--- config.mk ---
export PLATFORM = sky130hd
export DESIGN_NAME = dmem_ctrl_flat
export DESIGN_NICKNAME = d
export VERILOG_FILES = /design/src/rtl/dmem_ctrl_if.sv /design/src/rtl/dmem_ctrl.sv /design/src/flat_wrapper.sv
export SDC_FILE = /design/constraint.sdc
export NUM_CORES = 2
export LEC_CHECK = 0
export CORE_ASPECT_RATIO = 1.25
export CORE_MARGIN = 10
export CORE_UTILIZATION = 62
export DETAILED_ROUTE_END_ITERATION = 7
export PLACE_DENSITY = 0.79
export SLEW_MARGIN = 25
export SYNTH_ARGS = -nofsm -noshare
export SYNTH_HDL_FRONTEND = slang
export SYNTH_SLANG_ARGS = --single-unit
--- constraint.sdc ---
create_clock -name clk -period 5.7 [get_ports clk]
set_input_delay 0.855 -clock clk [delete_from_list [all_inputs] [get_ports clk]]
set_output_delay 0.855 -clock clk [all_outputs]
set_load 0.05 [all_outputs]
--- src/rtl/dmem_ctrl_if.sv ---
// -----------------------------------------------------------------------------
// dmem_ctrl_if
// Request/response bus between a load/store master and the data memory
// controller.
//   req_valid  : request present (master -> slave)
//   req_ready  : slave can accept a request this cycle
//   req_we     : 1 = store, 0 = load
//   req_size   : RV32 funct3 access size (000 B, 001 H, 010 W, 100 BU, 101 HU)
//   req_addr   : byte address
//   req_wdata  : right-aligned store data
//   resp_valid : one-cycle response strobe
//   resp_rdata : extended load result, 0 for stores and errors
//   resp_err   : misaligned or illegal-size request, qualified by resp_valid
// -----------------------------------------------------------------------------
interface dmem_ctrl_if;
    logic        req_valid;
    logic        req_ready;
    logic        req_we;
    logic [2:0]  req_size;
    logic [31:0] req_addr;
    logic [31:0] req_wdata;
    logic        resp_valid;
    logic [31:0] resp_rdata;
    logic        resp_err;

    modport master (
        output req_valid, req_we, req_size, req_addr, req_wdata,
        input  req_ready, resp_valid, resp_rdata, resp_err
    );

    modport slave (
        input  req_valid, req_we, req_size, req_addr, req_wdata,
        output req_ready, resp_valid, resp_rdata, resp_err
    );
endinterface

--- src/rtl/dmem_ctrl.sv ---
// -----------------------------------------------------------------------------
// dmem_ctrl
// Byte-addressable data memory (SIZE x 32-bit words, four byte lanes) with an
// RV32 load/store front end and a fixed request-to-response latency.
//   clk   : single clock, rising edge
//   rst_n : synchronous active-low reset (memory contents are kept)
//   bus   : dmem_ctrl_if.slave request/response port
// Stores commit and loads sample memory at the acceptance edge; the response
// strobe follows LATENCY cycles later. One request is in flight at a time.
// -----------------------------------------------------------------------------
module dmem_ctrl #(
    parameter int SIZE    = 64,
    parameter int LATENCY = 2
) (
    input  logic        clk,
    input  logic        rst_n,
    dmem_ctrl_if.slave  bus
);
    localparam int         AW       = $clog2(SIZE);
    localparam logic [3:0] CNT_INIT = 4'(LATENCY - 1);

    typedef enum logic [1:0] {IDLE, WAIT, RESP} state_t;

    state_t      r_state;
    logic [3:0]  r_cnt;
    logic        r_we;
    logic [2:0]  r_size;
    logic [1:0]  r_off;
    logic        r_err;
    logic        r_resp_valid;
    logic        r_resp_err;

    logic          w_accept;
    logic          w_illegal;
    logic          w_misaligned;
    logic          w_err;
    logic [AW-1:0] w_idx;
    logic [31:0]   w_rdword;
    logic [7:0]    w_byte;
    logic [15:0]   w_half;
    logic [31:0]   w_ext;
    logic          w_unused;

    // Upper address bits simply wrap; they are deliberately not decoded.
    assign w_unused = &{1'b0, bus.req_addr[31:AW+2]};

    assign bus.req_ready = (r_state == IDLE);
    assign w_accept      = rst_n && bus.req_valid && (r_state == IDLE);
    assign w_idx         = bus.req_addr[AW+1:2];

    assign w_illegal    = (bus.req_size == 3'b011) || (bus.req_size[2:1] == 2'b11);
    assign w_misaligned = ((bus.req_size[1:0] == 2'b01) && bus.req_addr[0]) ||
                          ((bus.req_size == 3'b010) && (bus.req_addr[1:0] != 2'b00));
    assign w_err        = w_illegal || w_misaligned;

    // One RAM per byte lane so each lane has its own write enable.
    for (genvar gi = 0; gi < 4; gi++) begin : g_lane
        logic [7:0] r_mem [SIZE] = '{default: 8'h00};
        logic [7:0] r_rd_byte;
        logic       w_lane_we;
        logic [7:0] w_wbyte;

        // Right-aligned store data is steered onto the lane it belongs to.
        always_comb begin
            w_lane_we = 1'b0;
            w_wbyte   = bus.req_wdata[7:0];
            case (bus.req_size[1:0])
                2'b00: begin
                    w_lane_we = (bus.req_addr[1:0] == 2'(gi));
                    w_wbyte   = bus.req_wdata[7:0];
                end
                2'b01: begin
                    w_lane_we = (bus.req_addr[1] == 1'(gi / 2));
                    w_wbyte   = bus.req_wdata[8*(gi%2) +: 8];
                end
                default: begin
                    w_lane_we = 1'b1;
                    w_wbyte   = bus.req_wdata[8*gi +: 8];
                end
            endcase
        end

        always_ff @(posedge clk) begin
            if (w_accept) begin
                if (bus.req_we && !w_err && w_lane_we) begin
                    r_mem[w_idx] <= w_wbyte;
                end
                r_rd_byte <= r_mem[w_idx];
            end
        end

        assign w_rdword[8*gi +: 8] = r_rd_byte;
    end

    always_ff @(posedge clk) begin
        if (!rst_n) begin
            r_state      <= IDLE;
            r_cnt        <= '0;
            r_we         <= 1'b0;
            r_size       <= '0;
            r_off        <= '0;
            r_err        <= 1'b0;
            r_resp_valid <= 1'b0;
            r_resp_err   <= 1'b0;
        end else begin
            case (r_state)
                IDLE: begin
                    if (bus.req_valid) begin
                        r_we   <= bus.req_we;
                        r_size <= bus.req_size;
                        r_off  <= bus.req_addr[1:0];
                        r_err  <= w_err;
                        if (LATENCY == 1) begin
                            r_state      <= RESP;
                            r_resp_valid <= 1'b1;
                            r_resp_err   <= w_err;
                        end else begin
                            r_state <= WAIT;
                            r_cnt   <= CNT_INIT;
                        end
                    end
                end
                WAIT: begin
                    if (r_cnt == 4'd1) begin
                        r_state      <= RESP;
                        r_cnt        <= '0;
                        r_resp_valid <= 1'b1;
                        r_resp_err   <= r_err;
                    end else begin
                        r_cnt <= r_cnt - 4'd1;
                    end
                end
                RESP: begin
                    r_state      <= IDLE;
                    r_resp_valid <= 1'b0;
                    r_resp_err   <= 1'b0;
                end
                default: r_state <= IDLE;
            endcase
        end
    end

    // Extension works on the word sampled at acceptance, so it is valid for
    // any LATENCY including 1.
    always_comb begin
        w_byte = 8'(w_rdword >> {r_off, 3'b000});
        w_half = r_off[1] ? w_rdword[31:16] : w_rdword[15:0];
        case (r_size)
            3'b000:  w_ext = {{24{w_byte[7]}}, w_byte};
            3'b100:  w_ext = {24'h0, w_byte};
            3'b001:  w_ext = {{16{w_half[15]}}, w_half};
            3'b101:  w_ext = {16'h0, w_half};
            3'b010:  w_ext = w_rdword;
            default: w_ext = 32'h0;
        endcase
    end

    assign bus.resp_valid = r_resp_valid;
    assign bus.resp_err   = r_resp_err;
    assign bus.resp_rdata = (r_resp_valid && !r_resp_err && !r_we) ? w_ext : 32'h0;
endmodule

--- src/flat_wrapper.sv ---
// flat-port wrapper written by rule: the top's interface ports become plain ports
module dmem_ctrl_flat 
#(
    parameter int SIZE    = 64,
    parameter int LATENCY = 2
)
  (clk, rst_n, bus_req_valid, bus_req_we, bus_req_size, bus_req_addr, bus_req_wdata, bus_req_ready, bus_resp_valid, bus_resp_rdata, bus_resp_err);
  dmem_ctrl_if bus_i ();
  input  logic clk;
  input  logic rst_n;
  input wire logic [$bits(bus_i.req_valid)-1:0] bus_req_valid;
  input wire logic [$bits(bus_i.req_we)-1:0] bus_req_we;
  input wire logic [$bits(bus_i.req_size)-1:0] bus_req_size;
  input wire logic [$bits(bus_i.req_addr)-1:0] bus_req_addr;
  input wire logic [$bits(bus_i.req_wdata)-1:0] bus_req_wdata;
  output wire logic [$bits(bus_i.req_ready)-1:0] bus_req_ready;
  output wire logic [$bits(bus_i.resp_valid)-1:0] bus_resp_valid;
  output wire logic [$bits(bus_i.resp_rdata)-1:0] bus_resp_rdata;
  output wire logic [$bits(bus_i.resp_err)-1:0] bus_resp_err;
  assign bus_i.req_valid = bus_req_valid;
  assign bus_i.req_we = bus_req_we;
  assign bus_i.req_size = bus_req_size;
  assign bus_i.req_addr = bus_req_addr;
  assign bus_i.req_wdata = bus_req_wdata;
  assign bus_req_ready = bus_i.req_ready;
  assign bus_resp_valid = bus_i.resp_valid;
  assign bus_resp_rdata = bus_i.resp_rdata;
  assign bus_resp_err = bus_i.resp_err;
  dmem_ctrl #(.SIZE(SIZE), .LATENCY(LATENCY)) u_core (.clk(clk), .rst_n(rst_n), .bus(bus_i));
endmodule
======== Word level (Yosys, flattened, before mapping) ========
Memory sizes are Yosys's and may differ from the RTL's. A register that Yosys moved wholly into a read port is not among the register bits.
Index checks and enable logic that the tools add are counted.
storage, ports and cells
  memories kept ........................... 4
  input bits .............................. 71
  word-level logic and storage cells ...... 92
  output and inout port bits .............. 35
  register bits after elaboration ......... 15
  bits in writable memories ............... 2,048
  ROM bits ................................ 0
  latch bits .............................. 0
cells by class
  bitwise operators ....................... 1
  add/sub/neg operators ................... 1
  muxes and demuxes ....................... 32
  shift operators ......................... 1
  multipliers ............................. 0
  magnitude comparators ................... 0
  eq/ne operators ......................... 16
  reductions and logical operators ........ 29
  divide/modulo/power cells ............... 0
memories
  memory                  depth  bits a word  rd ports  clocked after Yosys merged registers in  wr ports  RTL line         source
  u_core.g_lane[0].r_mem  64     8            1         1                                        1         dmem_ctrl.sv:58  logic [7:0] r_mem [SIZE] = '{default: 8'h00};
  u_core.g_lane[1].r_mem  64     8            1         1                                        1         dmem_ctrl.sv:58
  u_core.g_lane[2].r_mem  64     8            1         1                                        1         dmem_ctrl.sv:58
  u_core.g_lane[3].r_mem  64     8            1         1                                        1         dmem_ctrl.sv:58
operators with widths
  kind                                                 count
  case mux 32 bit (5 select lines)                     1
  two-way mux 32 bit                                   1
  right shift 32 x 5 -> 8 bit                          1
  two-way mux 16 bit                                   1
  two-way mux 8 bit                                    2
  case mux 8 bit (2 select lines)                      1
  two-way mux 1 bit                                    14
  case mux 1 bit (2 select lines)                      6
  logical AND 1 bit                                    11
  equality test 3 x 2 -> 1 bit, second input constant  3
  equality test 2 bit, second input constant           4
  two-way mux 4 bit                                    2
  case mux 4 bit (2 select lines)                      1
  AND reduction 2 bit                                  4
  equality test 2 x 1 -> 1 bit, second input constant  3
  equality test 3 bit, second input constant           2
  logical NOT 2 bit                                    3
  nonzero test 2 bit                                   3
  equality test 4 x 1 -> 1 bit, second input constant  1
  two-way mux 2 bit                                    2
  case mux 2 bit (2 select lines)                      1
  subtractor 4 x 1 -> 4 bit, second input constant     1
  equality test 3 x 1 -> 1 bit, second input constant  1
  logical NOT 1 bit                                    3
  other kinds (6)                                      8

======== Depth between registers and ports, before layout ========
  depth in word-level cells ............... 10
  depth in mapped cells ................... 9
  mapped depth without buffers ............ 7

======== Least setup slack after synthesis ========
Ideal clock, no wire load.
  path kind ............................... input -> register
  start point ............................. in bus_req_size[0]
  end point ............................... mem u_core.g_lane[3].r_mem[0][0] (data pin)
  setup slack ............................. 1.069 ns
  arrival time ............................ 3.929 ns
  buffers on the path ..................... 1
  stages on the path ...................... 3
  cell sequence ........................... buf_1 mux2i_1 o21ai_0
between the ends
  longest elaborated chain between the ends .. 2
ends and longest elaborated chain
  what                                                                      RTL line            source
  from (decl)                                                               flat_wrapper.sv:13  input wire logic [$bits(bus_i.req_size)-1:0] bus_req_size;
  equality test 2 x 1 -> 1 bit / logical NOT 2 bit (equally long branches)  dmem_ctrl.sv:67     case (bus.req_size[1:0])
  case mux 8 bit (2 select lines) *                                         dmem_ctrl.sv:67
  net u_core.g_lane[3].w_wbyte[0]                                           dmem_ctrl.sv:61     logic [7:0] w_wbyte;
  to (decl)                                                                 dmem_ctrl.sv:58
Mark *: on every way through the listed nets, which the timed path passes. The rest lies on a longest branch.

======== Worst setup path in the final report ========
  start point ............................. reg u_core.r_size[0]
  end point ............................... out bus_resp_rdata[1]
between the ends
  longest elaborated chain between the ends .. 3
ends and longest elaborated chain
  what                                                        RTL line            source
  from (decl)                                                 dmem_ctrl.sv:27     logic [2:0] r_size;
  from (signal assigned)                                      dmem_ctrl.sv:110    r_size <= bus.req_size;
  equality test 3 x 2 -> 1 bit, or another cell as far along  dmem_ctrl.sv:148    case (r_size)
  case mux 32 bit (5 select lines) *                          dmem_ctrl.sv:148
  two-way mux 32 bit *                                        dmem_ctrl.sv:160    assign bus.resp_rdata = (r_resp_valid && !r_resp_err && !r_we) ? w_ext : 32'h0;
  to (decl)                                                   flat_wrapper.sv:18  output wire logic [$bits(bus_i.resp_rdata)-1:0] bus_resp_rdata;
Mark *: on every way between the ends. The rest lies on a longest branch, timed or not.

==> results by group <==
GRT
  – Global-route wire length before repair: slightly above 300000 um
  – Largest net degree at the start of global routing: roughly 120
  – Initial antenna violation count: 10
  – GR Overflow Total: 0
  – Vias in the first global route: 44525
  – Total GRT Usage: 0.296

Logic synthesis
  – Synthesized area: 81100 sq um
  – Adder-cell area share of the yosys netlist: 0.000308
  – Top cells by area, synth: edfxtp_1 77%, mux4_2 6.9%, mux2i_1 2.6%
  – Syn Area/Cell: approximately 18 sq um
  – Area leader, netlist: edfxtp_1
  – EDFF count, synth: 2080
  – Distinct cells, synth: between 50 and 60
  – Largest family of logic cells by synthesized area: multiplexers
  – Asr flop ratio synth: 0
  – Cells after synthesis: about 4400
  – Synth warnings: 0
  – Post-synthesis mux area share: 0.101
  – Post-synthesis xor/xnor area fraction: 0
  – Synth Area in Compound Gates: 0.0716
  – Ys flop type: edfxtp_1
  – Synth Register Bits: about 2100
  – Top-area cell type share of the netlist area: 0.770
  – Mapped Nets: 4500
  – Sequential share of the synthesized area: 0.774
  – Simple-gate share of the synthesized area: 0.0361

Place
  – Post-DP HPWL: about 130000 um
  – Area after DPL: about 84000 sq um
  – Number of port buffers: just over 80
  – Post-Place Setup Slack: 1230 ps
  – Placer congestion estimate: between 0.9 and 1
  – Dpl cells: roughly 6100

Floorplanning
  – Die area: 146000 sq um
  – Boundary Pins: 106
  – Initial Util: 0.623
  – Core Footprint: roughly 130000 sq um
  – Chip height: around 420 um
  – FP Rows: between 100 and 150
  – Die width: 344 um

Min path
  – Type of the tightest min-delay check: input port to register
  – Hold Path End: u_core.g_lane[0].r_mem[59][2]
  – Beginning of the worst hold path: bus_req_wdata[2]
  – Hold Crit Depth: 1

Status
  – Status: complete, but fails checks
  – Violations in the final reports: design-rule violations

Cells and area
  – Nets: ~4600
  – Share of post-route cells with drive strength above 1: 0.163
  – # fillers: 7511
  – Commonest non-fill, non-tap cells in the layout: 2080 x edfxtp_1, 333 x nor2_1, 254 x nand2_1
  – Finished Cell Area: around 90000 sq um
  – Non-filler cells, final: approximately 6500
  – Final Core Density: 0.694
  – Most common cell after layout, fill and taps aside: edfxtp_1
  – P&R area growth vs syn: 11.3%

Routing
  – Wire length per cell: about 34 um
  – Post-route DRC violation count: 2
  – Starting DRT DRC Count: between 7000 and 8000
  – Routed WL: roughly 220000 um
  – Antenna viol nets, final: 0
  – DR pass1 iterations: 8
  – Via Count: between 40000 and 50000
  – Vias/cell: roughly 7

Worst setup path
  – CP Class: register to primary output
  – Flop-to-flop setup slack: between 2000 and 2500 ps
  – Required time of the worst setup path: about 4900 ps
  – R2r startpoint: u_core.r_state[0]
  – CP max-delay cell: clkdlybuf4s50_1
  – Cell chain of the critical path: nand2b_1 -> nor3_1 -> nand2_1 -> a21oi_1 -> clkdlybuf4s50_1
  – Worst setup EP type: primary output
  – Crit-path max cell delay: 890 ps
  – Critical Path Source Type: register
  – Number of buffers and inverters on the critical path: 1
  – Crit path max fanout: 10
  – Reg2reg end: u_core.g_lane[0].r_mem[8][1]
  – Crit path arrival time: 3800 ps
  – CP delay by family, top: simple AND/OR/NAND/NOR gates
  – Worst-case reg-to-reg path depth: 7

Timing
  – Final Hold Vio Count: 0
  – # setup viols final: 0
  – Slew headroom: 0.199
  – RSZ-0062 raised after global routing: false
  – Setup TNS: 0 ps
  – Slew Limit Fails: 0
  – Layout Skew: ~30 ps
  – Crit path time final: 4660 ps
  – Pin slew with the least headroom to its limit: roughly 1200 ps
  – Fmax: between 200 and 250 MHz
  – Hold Slack: roughly 470 ps
  – Final worst path period share: 0.817
  – PnR worst setup slack: ~1000 ps

Job
  – Maxcap violations: 0

CTS
  – CTS tree: yes
  – Worst skew pair latency: about 830 ps
  – H-tree levels: 4
  – CTS Sinks: between 2000 and 2500
  – CTS root buffer: clkbuf_16
  – Setup Buffers After CTS: 0
  – CTS Hold Bufs: 0
  – Number of buffers created by CTS: about 180
  – Max Root-Sink Buffers: 3
  – Post-CTS Resized: 0
  – Worst-path clk slew: about 60 ps

Power
  – Pwr dens: approximately 350 nW/um^2
  – Static Leak: 28.3 nW
  – Worst IR Drop VDD: between 0.3 and 0.4 mV
  – Total power: 31.2 mW
## where the power goes
part / total, mW / internal (mW) / switching [mW]
Sequential: 17.1 / 17.1 / 0.0468
Clock: 12.3 / 6.84 / 5.44
Combinational: 1.77 / 0.527 / 1.25
Total: 31.2 / 24.4 / 6.73
## synthesized netlist by cell type (2+ instances only)
library cell	instances
edfxtp_1	2080
nor2_1	336
nand2_1	255
mux4_2	250
a221oi_1	239
mux2i_1	212
a22oi_1	156
clkbuf_1	142
a21oi_1	130
buf_2	125
o21ai_0	110
o22ai_1	64
mux2_2	38
a211oi_1	35
nand4_1	35
o211ai_1	30
o22a_1	29
buf_1	22
nor2b_1	17
buf_4	16
dfxtp_1	15
nor3b_1	12
inv_1	8
and2_1	6
a22o_1	5
and3b_1	5
nand2b_1	5
or3_1	5
nand3_1	4
nand3b_1	4
o21ai_2	4
a21o_1	3
and3_1	3
nor3_1	3
a32oi_1	2
buf_6	2
ha_1	2
or2_2	2
or3b_2	2
## final cells by class
type / count / area (sq um) / share of cell area
Antenna cell: 26 / 65.1 / 0.000721
Inverter: 9 / 41.3 / 0.000457
Multi-Input combinational cell: 2016 / 17200 / 0.190
Tap cell: 1725 / 2160 / 0.0239
Clock inverter: 106 / 1010 / 0.0112
Timing Repair Buffer: 259 / 2250 / 0.0249
Clock buffer: 228 / 4840 / 0.0536
Sequential cell: 2095 / 62800 / 0.695
## kinds of logic (layout without fill, tap and decap cells)
family	after synthesis	in the layout
and+or+nand+nor	698	698
muxes	500	500
adders and majority gates	2	2
other	0	26
AOI/OAI and AO/OA	816	816
buffers and inverters	316	602
DFF	2095	2095
## layer usage
layer  vias to the layer above  global-route usage  part of all wire
li1                      18381                   -                 -
met1                     23103               0.373              0.33
met2                      3633               0.441              0.46
met3                       770              0.0924              0.13
met4                         4               0.197             0.078
met5                         -                   0           0.00015
## worst register-to-register path: stages, from the launching register on
cell	delay [ps]
dfxtp_1	410
nor3b_1	230
buf_4	230
and2_2	180
o211a_2	320
o21ai_4	250
buf_4	420
nor2_1	810
## flip-flops by register name (all words and copies together), names as in the netlist
| signal | cells |
|---|---|
| u_core.r_cnt | 4 |
| u_core.g_lane.r_mem | 2048 |
| u_core.bus.resp_err | 1 |
| u_core.r_we | 1 |
| u_core.r_off | 2 |
| u_core.r_state | 2 |
| u_core.g_lane.r_rd_byte | 32 |
| u_core.bus.resp_valid | 1 |
| u_core.r_size | 3 |
| u_core.r_err | 1 |
## how the worst max path moves through the flow
stage / startpoint / endpoint / slack [ps] / cells after the start
after CTS: u_core.r_off[1] / bus_resp_rdata[13] / 1160 / 5
after global routing: u_core.r_size[0] / bus_resp_rdata[0] / 950 / 5
after global placement: bus_req_addr[5] / u_core.g_lane[1].r_mem[9][1] / 1330 / 4
after floorplan: bus_req_size[0] / u_core.g_lane[3].r_mem[0][0] / 1070 / 3
final: u_core.r_size[0] / bus_resp_rdata[1] / 1040 / 5
after detailed placement: bus_req_addr[5] / u_core.g_lane[1].r_mem[13][6] / 1230 / 4
No activity file was read; power rests on OpenSTA's default activity.
